### src/rtl/abs_neg_pipe_pkg.sv
// ---------------------------------------------------------------------------
// lau_pkg : shared types for the abs/negate pipeline.
//   absneg_mode_e : per-beat operation select (PASS / NEG / ABS / NABS)
//   speed_e       : prefix-network structure select for PrefixAnd
//   negate_en()   : per-lane "complement and add one" enable for a mode
// ---------------------------------------------------------------------------
package lau_pkg;

    typedef enum logic [1:0] {
        PASS = 2'b00,
        NEG  = 2'b01,
        ABS  = 2'b10,
        NABS = 2'b11
    } absneg_mode_e;

    typedef enum logic {
        SLOW = 1'b0,
        FAST = 1'b1
    } speed_e;

    // ABS negates only negative operands, NABS only non-negative ones.
    function automatic logic negate_en(absneg_mode_e mode, logic sign);
        logic n;
        unique case (mode)
            PASS:    n = 1'b0;
            NEG:     n = 1'b1;
            ABS:     n = sign;
            NABS:    n = ~sign;
            default: n = 1'b0;
        endcase
        return n;
    endfunction

endpackage

### src/rtl/abs_neg_pipe_if.sv
// ---------------------------------------------------------------------------
// abs_neg_pipe_if : valid/ready stream bundle for abs_neg_pipe.
//   valid_i / ready_o / mode_i / A_i : input beat (upstream -> unit)
//   valid_o / ready_i / Z_o / ovf_o  : output beat (unit -> downstream)
//   modport slave  : the unit side
//   modport master : the environment side (producer + consumer)
// ---------------------------------------------------------------------------
interface abs_neg_pipe_if #(
    parameter int width = 8,
    parameter int lanes = 1
) ();
    import lau_pkg::*;

    logic                   valid_i;
    logic                   ready_o;
    absneg_mode_e           mode_i;
    logic [lanes*width-1:0] A_i;
    logic                   valid_o;
    logic                   ready_i;
    logic [lanes*width-1:0] Z_o;
    logic [lanes-1:0]       ovf_o;

    modport slave (
        input  valid_i, mode_i, A_i, ready_i,
        output ready_o, valid_o, Z_o, ovf_o
    );

    modport master (
        output valid_i, mode_i, A_i, ready_i,
        input  ready_o, valid_o, Z_o, ovf_o
    );

endinterface

### src/rtl/abs_neg_pipe_lane.sv
// ---------------------------------------------------------------------------
// abs_neg_lane : combinational per-lane sign manipulation.
//   mode : operation (PASS / NEG / ABS / NABS)
//   a    : 2's-complement operand
//   z    : result, mod 2^width
//   ovf  : set when the most-negative operand is negated (NEG or ABS)
// Z = (A ^ {w{n}}) + n, with the +n done as an incrementer whose carries
// come from a prefix AND over {A ^ {w{n}}, n}.
// Build option ABS_NEG_SAT_EN: overflowing lanes saturate to max positive
// instead of wrapping to the most-negative value.
// ---------------------------------------------------------------------------
module abs_neg_lane
    import lau_pkg::*;
#(
    parameter int     width = 8,
    parameter speed_e speed = FAST
) (
    input  absneg_mode_e     mode,
    input  logic [width-1:0] a,
    output logic [width-1:0] z,
    output logic             ovf
);

    logic             n;
    logic [width-1:0] x;
    logic [width:0]   carry;
    logic [width-1:0] sum;
    logic             unused_carry_out;

    assign n = negate_en(mode, a[width-1]);
    assign x = a ^ {width{n}};

    // carry[i] = n & x[0] & ... & x[i-1]: the carry into bit i of x + n.
    PrefixAnd #(
        .width (width + 1),
        .speed (speed)
    ) u_prefix (
        .pi ({x, n}),
        .po (carry)
    );

    assign sum              = x ^ carry[width-1:0];
    assign unused_carry_out = carry[width];

    // carry[width-1] means the low width-1 bits of a are all zero; with the
    // sign set and a negate requested that is exactly the most-negative input.
    assign ovf = n & a[width-1] & carry[width-1];

`ifdef ABS_NEG_SAT_EN
    assign z = ovf ? {1'b0, {(width-1){1'b1}}} : sum;
`else
    assign z = sum;
`endif

endmodule

### src/rtl/abs_neg_pipe_prefix.sv
// ---------------------------------------------------------------------------
// PrefixAnd : parallel-prefix AND, po[i] = &pi[i:0].
//   pi : input vector (width bits)
//   po : inclusive prefix AND of pi
// speed = FAST builds a Kogge-Stone network (log2 depth); SLOW leaves each
// output as a plain reduction and lets synthesis share terms.
// ---------------------------------------------------------------------------
module PrefixAnd
    import lau_pkg::*;
#(
    parameter int     width = 9,
    parameter speed_e speed = FAST
) (
    input  logic [width-1:0] pi,
    output logic [width-1:0] po
);

    localparam int levels = (width > 1) ? $clog2(width) : 1;

    generate
        if (speed == FAST) begin : g_fast
            genvar gl, gi;
            for (gl = 0; gl < levels; gl++) begin : g_lvl
                logic [width-1:0] prev;
                logic [width-1:0] row;
                if (gl == 0) begin : g_first
                    assign prev = pi;
                end else begin : g_next
                    assign prev = g_lvl[gl-1].row;
                end
                for (gi = 0; gi < width; gi++) begin : g_bit
                    // Combine with the span ending 2^gl bits lower, if any.
                    if (gi >= (1 << gl)) begin : g_comb
                        assign row[gi] = prev[gi] & prev[gi-(1<<gl)];
                    end else begin : g_pass
                        assign row[gi] = prev[gi];
                    end
                end
            end
            assign po = g_lvl[levels-1].row;
        end else begin : g_slow
            genvar gi;
            for (gi = 0; gi < width; gi++) begin : g_bit
                assign po[gi] = &pi[gi:0];
            end
        end
    endgenerate

endmodule

### src/rtl/abs_neg_pipe.sv
// ---------------------------------------------------------------------------
// abs_neg_pipe : multi-lane pipelined pass / negate / |A| / -|A| unit.
//   clk_i  : clock, all state on the rising edge
//   rst_ni : asynchronous active-low reset (clears valids and data)
//   bus    : abs_neg_pipe_if.slave stream bundle
//            valid_i/ready_o/mode_i/A_i in, valid_o/ready_i/Z_o/ovf_o out
// Lanes are computed combinationally at the input and travel through
// `stages` elastic register slices; latency is `stages` cycles with no
// backpressure, throughput one beat per cycle.
// Build option ABS_NEG_SAT_EN (in abs_neg_lane): saturate overflow lanes.
// ---------------------------------------------------------------------------
module abs_neg_pipe
    import lau_pkg::*;
#(
    parameter int     width  = 8,
    parameter int     lanes  = 1,
    parameter int     stages = 1,
    parameter speed_e speed  = FAST
) (
    input  logic           clk_i,
    input  logic           rst_ni,
    abs_neg_pipe_if.slave  bus
);

    logic [lanes*width-1:0] lane_z;
    logic [lanes-1:0]       lane_ovf;

    logic [stages-1:0]      valid_reg;
    logic [lanes*width-1:0] z_reg   [stages];
    logic [lanes-1:0]       ovf_reg [stages];

    logic [stages-1:0]      load;
    logic [stages-1:0]      stage_in_valid;
    logic [lanes*width-1:0] stage_in_z   [stages];
    logic [lanes-1:0]       stage_in_ovf [stages];

    genvar gi;

    generate
        for (gi = 0; gi < lanes; gi++) begin : g_lane
            abs_neg_lane #(
                .width (width),
                .speed (speed)
            ) u_lane (
                .mode (bus.mode_i),
                .a    (bus.A_i[gi*width +: width]),
                .z    (lane_z[gi*width +: width]),
                .ovf  (lane_ovf[gi])
            );
        end

        for (gi = 0; gi < stages; gi++) begin : g_stage
            // A stage may take new content when the output is being released
            // or there is a bubble at or after it: everything downstream
            // shifts along, so a hole always opens up for it.
            assign load[gi] = bus.ready_i | ~(&valid_reg[stages-1:gi]);

            if (gi == 0) begin : g_head
                assign stage_in_valid[gi] = bus.valid_i;
                assign stage_in_z[gi]     = lane_z;
                assign stage_in_ovf[gi]   = lane_ovf;
            end else begin : g_body
                assign stage_in_valid[gi] = valid_reg[gi-1];
                assign stage_in_z[gi]     = z_reg[gi-1];
                assign stage_in_ovf[gi]   = ovf_reg[gi-1];
            end
        end
    endgenerate

    always_ff @(posedge clk_i or negedge rst_ni) begin
        if (!rst_ni) begin
            valid_reg <= '0;
            for (int s = 0; s < stages; s++) begin
                z_reg[s]   <= '0;
                ovf_reg[s] <= '0;
            end
        end else begin
            for (int s = 0; s < stages; s++) begin
                if (load[s]) begin
                    valid_reg[s] <= stage_in_valid[s];
                end
                // Data only moves with a real beat; bubbles leave it untouched.
                if (load[s] && stage_in_valid[s]) begin
                    z_reg[s]   <= stage_in_z[s];
                    ovf_reg[s] <= stage_in_ovf[s];
                end
            end
        end
    end

    assign bus.ready_o = load[0];
    assign bus.valid_o = valid_reg[stages-1];
    assign bus.Z_o     = z_reg[stages-1];
    assign bus.ovf_o   = ovf_reg[stages-1];

endmodule

### src/flat_wrapper.sv
// flat-port wrapper written by rule: the top's interface ports become plain ports
module abs_neg_pipe_flat import lau_pkg::*;
#(
    parameter int     width  = 8,
    parameter int     lanes  = 1,
    parameter int     stages = 1,
    parameter speed_e speed  = FAST
)
  (clk_i, rst_ni, bus_valid_i, bus_mode_i, bus_A_i, bus_ready_i, bus_ready_o, bus_valid_o, bus_Z_o, bus_ovf_o);
  abs_neg_pipe_if #(.width(width), .lanes(lanes)) bus_i ();
  input  logic clk_i;
  input  logic rst_ni;
  input wire logic [$bits(bus_i.valid_i)-1:0] bus_valid_i;
  input wire logic [$bits(bus_i.mode_i)-1:0] bus_mode_i;
  input wire logic [$bits(bus_i.A_i)-1:0] bus_A_i;
  input wire logic [$bits(bus_i.ready_i)-1:0] bus_ready_i;
  output wire logic [$bits(bus_i.ready_o)-1:0] bus_ready_o;
  output wire logic [$bits(bus_i.valid_o)-1:0] bus_valid_o;
  output wire logic [$bits(bus_i.Z_o)-1:0] bus_Z_o;
  output wire logic [$bits(bus_i.ovf_o)-1:0] bus_ovf_o;
  assign bus_i.valid_i = bus_valid_i;
  assign bus_i.mode_i = bus_mode_i;
  assign bus_i.A_i = bus_A_i;
  assign bus_i.ready_i = bus_ready_i;
  assign bus_ready_o = bus_i.ready_o;
  assign bus_valid_o = bus_i.valid_o;
  assign bus_Z_o = bus_i.Z_o;
  assign bus_ovf_o = bus_i.ovf_o;
  abs_neg_pipe #(.width(width), .lanes(lanes), .stages(stages), .speed(speed)) u_core (.clk_i(clk_i), .rst_ni(rst_ni), .bus(bus_i));
endmodule
### config.mk
export PLATFORM = sky130hd
export DESIGN_NAME = abs_neg_pipe_flat
export DESIGN_NICKNAME = d
export VERILOG_FILES = /design/src/rtl/abs_neg_pipe_pkg.sv /design/src/rtl/abs_neg_pipe_if.sv /design/src/rtl/abs_neg_pipe_lane.sv /design/src/rtl/abs_neg_pipe_prefix.sv /design/src/rtl/abs_neg_pipe.sv /design/src/flat_wrapper.sv
export SDC_FILE = /design/constraint.sdc
export NUM_CORES = 1
export LEC_CHECK = 0
export CORE_MARGIN = 5
export CORE_UTILIZATION = 40
export DETAILED_ROUTE_END_ITERATION = 16
export GPL_ROUTABILITY_DRIVEN = 0
export GPL_TIMING_DRIVEN = 0
export MAX_ROUTING_LAYER = met4
export PLACE_DENSITY = 0.73
export SLEW_MARGIN = 10
export SYNTH_ARGS = -nofsm -noshare
export SYNTH_HDL_FRONTEND = slang
export SYNTH_SLANG_ARGS = --single-unit
### constraint.sdc
create_clock -name clk_i -period 1.4 [get_ports clk_i]
set_input_delay 0.14 -clock clk_i [delete_from_list [all_inputs] [get_ports clk_i]]
set_output_delay 0.14 -clock clk_i [all_outputs]
set_load 0.05 [all_outputs]
# [Word level (Yosys, flattened, before mapping)]
# Index checks and enable logic that the tools add are counted.
[totals] reg_bits=10 inputBits=14 output_inout_bits=11 word_cells=33
[classes] n_eq_ne=3 muxes=1 bitwise=24 n_reduce_logical=2
[ops] cell="$and A1 B1 Y1" count=19
[ops] cell="$xor A8 B8 Y8" count=2
[ops] cell="$eq A2 B2 Y1 const B" count=2
[ops] cell="$pmux W1 S4" count=1
[ops] cell="$eq A2 B1 Y1 const B" count=1
[ops] cell="$logic_not A2 Y1" count=1
[ops] cell="$not A1 Y1" count=2
[ops] cell="$logic_and A1 B1 Y1" count=1
[ops] cell="$or A1 B1 Y1" count=1

# [Logic depth before layout (Yosys ltp)]
[depth] depth_word=7 depth_mapped=7 depth_no_buf=7

# [Cells and area by module]
# From an unflattened synthesis, not the netlist that was laid out.
[hier_totals] cells_unflattened=63 area_unflattened_um2=858.3
[modules_own_cells] module="abs_neg_pipe" n_inst=1 cells_each=22 area_per_inst_um2=425.4 seq_area_each_um2=250.2
[modules_own_cells] module="abs_neg_lane" n_inst=1 cells_each=28 area_per_inst_um2=354.1 seq_area_each_um2=0.0
[modules_own_cells] module="PrefixAnd" n_inst=1 cells_each=13 area_per_inst_um2=78.8 seq_area_each_um2=0.0

# [Worst setup path after synthesis]
# OpenSTA, ideal clock, no wires.
[synth_timing] path_kind="flip-flop to flip-flop" start="register u_core.valid_reg, in the netlist u_core.bus.valid_o" end="register u_core.z_reg (netlist bit u_core.bus.Z_o[3])" setup_time_ns=0.132 arrival_time_ns=1.903 required_ns=1.268 path_slack_ns=-0.635 stages_incl_launch_ff=5 n_path_buf=0 synth_period_minus_slack_ns=2.035 path_cell_list="dfrtp_1 nand2b_1 and2_1 o2111a_1 or3b_1"
[synth_via] elab_chain_len=3
[synth_rtl] item="start: declaration" line="abs_neg_pipe.sv:28" source="logic [stages-1:0] valid_reg;"
[synth_rtl] item="start signal: indexed assignment" line="abs_neg_pipe.sv:80" source="valid_reg[s] <= stage_in_valid[s];"
[synth_rtl] item="$not A1 Y1" line="abs_neg_pipe.sv:56" source="assign load[gi] = bus.ready_i | ~(&valid_reg[stages-1:gi]);"
[synth_rtl] item="$or A1 B1 Y1" line="abs_neg_pipe.sv:56"
[synth_rtl] item="via bus_ready_o" line="flat_wrapper.sv:17" source="output wire logic [$bits(bus_i.ready_o)-1:0] bus_ready_o;"
[synth_rtl] item="$logic_and A1 B1 Y1" line="abs_neg_pipe.sv:83" source="if (load[s] && stage_in_valid[s]) begin"
[synth_rtl] item="end signal: indexed assignment" line="abs_neg_pipe.sv:84" source="z_reg[s] <= stage_in_z[s];"
[synth_rtl] item="end: declaration" line="abs_neg_pipe.sv:29" source="logic [lanes*width-1:0] z_reg [stages];"
# The timed path passes the listed nets, and every way through them passes these cells.
# A chain may end at the register's enable or synchronous reset.

# [Worst setup path in the final report]
[layout_timing] start="input bus_mode_i[1]" end="register u_core.z_reg (netlist bit u_core.bus.Z_o[3])"
[layout_via] elab_chain_len=6 elab_cells_between_ends=10 cone_classes="eq/ne (3); mux (1); bitwise (5); reduce/logical (1)"
[layout_rtl] item="start: declaration" line="flat_wrapper.sv:14" source="input wire logic [$bits(bus_i.mode_i)-1:0] bus_mode_i;"
[layout_rtl] item="$eq A2 B2 Y1, or another cell as far along" line="abs_neg_pipe_pkg.sv:24" source="unique case (mode)"
[layout_rtl] item="$pmux W1 S4 (*)" line="abs_neg_pipe_pkg.sv:24"
[layout_rtl] item="$xor A8 B8 Y8" line="abs_neg_pipe_lane.sv:31" source="assign x = a ^ {width{n}};"
[layout_rtl] item="$and A1 B1 Y1 (2 in series)" line="abs_neg_pipe_prefix.sv:34" source="assign row[gi] = prev[gi] & prev[gi-(1<<gl)];"
[layout_rtl] item="$xor A8 B8 Y8 (*)" line="abs_neg_pipe_lane.sv:42" source="assign sum = x ^ carry[width-1:0];"
# Every way passes the cells marked *; elsewhere a longest branch is shown, timed or not.

==> results.sh <==
export IMPL_clk_latency_ps=260
export IMPL_max_cap_viol_count=0
export IMPL_vias=697
export IMPL_yosysWarnings=0
export IMPL_final_seq_area_um2=251
export IMPL_start_util=0.412
export IMPL_worstPathRequired_ps=1540
export IMPL_routed_wl_um=1730
export IMPL_crit_path_top_delay_cell="or3b_1"
export IMPL_hold_viol_final=0
export IMPL_grt_pass1_wl_um=2910
export IMPL_synthTopCellsByCount="nand2_1 (12), dfrtp_1 (10), nand4_1 (4), o21ai_1 (4), xor2_1 (4)"
export IMPL_netlist_area_leader_share=0.356
export IMPL_yosysSeqAreaShare=0.356
export IMPL_worst_pin_slew_ps=489
export IMPL_fin_ws_ps=18.3
export IMPL_fin_nets=128
export IMPL_crit_chain="buf_4 > a21bo_4 > nand2_4 > ha_4 > nor2b_4 > a21oi_2 > o2111a_1 > or3b_1"
export IMPL_n_antenna_cell=0
export IMPL_clock_tree_root_cell="clkbuf_4"
export IMPL_synthSimpleGateAreaFrac=0.295
export IMPL_p_per_area_mw_per_mm2=999
export IMPL_critPathMaxStageDelay_ps=380
export IMPL_clk_pin_slew_ps=70
export IMPL_start_kind="input pin"
export IMPL_grt_max_degree=11
export IMPL_yosys_area_top_type="dfrtp_1"
export IMPL_synth_compound_area_share=0.190
export IMPL_dieArea_mm2=0.00270
export IMPL_synth_cell_types=35
export IMPL_cts_sinks=10
export IMPL_synthAdderAreaFrac=0.0356
export IMPL_drv_slew=0
export IMPL_fmax_mhz=724
export IMPL_routed_via_density=5.13
export IMPL_rows=15
export IMPL_synth_fp_nets=92
export IMPL_status="finished clean"
export IMPL_rsz0062_at_grt="false"
export IMPL_min_period_ps=1380
export IMPL_ys_seq_elements=10
export IMPL_die_w_um=51.9
export IMPL_dr_pass1_iters=4
export IMPL_crit_path_end_kind="flip-flop"
export IMPL_switching_share=0.394
export IMPL_p_sw_uw=436
export IMPL_clock_skew_ps=1.04
export IMPL_routedWlPerCell_um=12.7
export IMPL_hold_path_class="in2async"
export IMPL_synth_edff_count=0
export IMPL_arrival_ps=1520
export IMPL_r2r_start="u_core.bus.valid_o"
export IMPL_preCtsSetupSlack_ps=-843
export IMPL_grtUsageTotal=0.148
export IMPL_antenna_found_initial=0
export IMPL_slew_headroom=0.675
export IMPL_multiInputGateArea_um2=499
export IMPL_die_h_um=51.9
export IMPL_areaGrowthSynthToFinish_pct=57.7
export IMPL_muxShareOfSynthArea=0
export IMPL_setup_tns_final_ps=0
export IMPL_drt_iter0_markers=4
export IMPL_synth_ff_type="dfrtp_1"
export IMPL_synthArstFlopShare=1.00
export IMPL_cts_tree="done"
export IMPL_overflow=0
export IMPL_p_seq_frac=0.323
export IMPL_startpoint="bus_mode_i[1]"
export IMPL_setup_viol=0
export IMPL_drive_above_1_share=0.243
export IMPL_yosys_top_cells_area="dfrtp_1 (36%), nand2_1 (6.4%), xor2_1 (5.0%)"
export IMPL_synthCells=76
export IMPL_cp_max_fo=5
export IMPL_numCtsBuffers=3
export IMPL_core_area_mm2=0.00171
export IMPL_combinationalPowerShare=0.445
export IMPL_ctsHtreeMaxLevel=1
export IMPL_crit_type="in2reg"
export IMPL_ant_nets=0
export IMPL_critPathBufInv=1
export IMPL_vdd_drop_max_mv=0.466
export IMPL_first_global_vias=670
export IMPL_path_delay_family="simple AND/OR/NAND/NOR gates"
export IMPL_clock_tree_buffer_depth=2
export IMPL_pwr_share_clk=0.232
export IMPL_synth_top_family_by_area="simple AND/OR/NAND/NOR gates"
export IMPL_drc_errors=0
export IMPL_internal_power_uw=671
export IMPL_fin_crit_sh=0.987
export IMPL_synth_avg_cell_area_um2=9.25
export IMPL_power_leakage_nw=0.531
export IMPL_syn_area_um2=703
export IMPL_synth_most_common_cell="nand2_1"
export IMPL_finalPower_mw=1.11
export IMPL_fillerInstances=150
export IMPL_synthXorXnorAreaFrac=0.107
export IMPL_hpwlAfterDp_um=1370
export IMPL_ioPinCount=25
export IMPL_io_buffers=24
layout make-up:
class                           count  share of cell area
Tap cell                           25              0.0282
Inverter                            2             0.00677
Timing Repair Buffer               31               0.252
Buffer                              1             0.00339
Clock buffer                        4              0.0327
Sequential cell                    10               0.227
Multi-Input combinational cell     63               0.450
flip-flops by register name, summed over array words and instances (netlist names):
name,cells
u_core.bus.Z_o,8
u_core.bus.ovf_o,1
u_core.bus.valid_o,1
stage by stage:
step	area [um2]	util	hold slack, ps	std cells
after global routing	1110	0.649	232	136
after floorplan	753	-	-156	76
after detailed placement	1020	0.600	474	125
final	1110	0.649	184	136
after global placement	1020	0.600	464	125
after CTS	1070	0.624	204	130
placed cells by master, fill, tap and decap left out, types with 2 or more instances in the layout:
cell,netlist,final
and2_1,3,2
buf_4,0,9
clkbuf_4,0,3
clkdlybuf4s50_1,0,5
dfrtp_1,10,9
dlygate4sd2_1,0,13
dlymetal6s2s_1,0,2
nand2_1,12,10
nand2b_1,3,2
nand3_1,2,2
nand4_1,4,4
nor2_1,2,2
o211ai_1,2,2
o21ai_0,2,2
o21ai_1,4,4
or3b_1,2,2
xnor2_1,2,2
xor2_1,4,4
timing repair:
item                                    in CTS  in global routing
buffers inserted                             1                  6
hold endpoints to repair                     0                  0
endpoints found under the setup margin      20                  5
hold buffers                                 0                  0
resized for setup                           26                 13
pin swaps                                    4                  5
layer usage:
layer | wire, um | share of wire | global-route usage | vias up
met5 | 0 | 0 | - | -
met4 | 31 | 0.018 | 0.0873 | 0
met3 | 64 | 0.037 | 0.0115 | 6
met2 | 882 | 0.51 | 0.251 | 17
met1 | 753 | 0.43 | 0.169 | 322
li1 | - | - | - | 352
logic make-up after synthesis:
group                      after synthesis
buffers and inverters                    3
xor gates and xnor gates                 7
DFF                                     10
and+or+nand+nor                         36
adders and majority gates                2
AOI/OAI and AO/OA                       18
path summary, 6_finish.rpt:
| check | cells after the start | slack [ps] | to |
|---|---|---|---|
| min in group clk_i | 4 | 320 | u_core.bus.ovf_o |
| worst max-delay path | 8 | 20 | u_core.bus.Z_o[3] |
| worst min register to register | 2 | 480 | u_core.bus.Z_o[0] |
| worst max register to register | 4 | 150 | u_core.bus.Z_o[5] |
| max in group asynchronous | 1 | 890 | u_core.bus.valid_o |
| worst min-delay path | 1 | 180 | u_core.bus.Z_o[1] |
power by group through the flow:
stage | logic, mW | registers, mW | clock network [mW]
after global routing | 0.525 | 0.365 | 0.278
after CTS | 0.483 | 0.359 | 0.264
after global placement | 0.508 | 0.363 | 0
final | 0.493 | 0.358 | 0.257
after detailed placement | 0.515 | 0.366 | 0
after floorplan | 0.158 | 0.531 | 0
No activity file was read; power rests on OpenSTA's default activity.
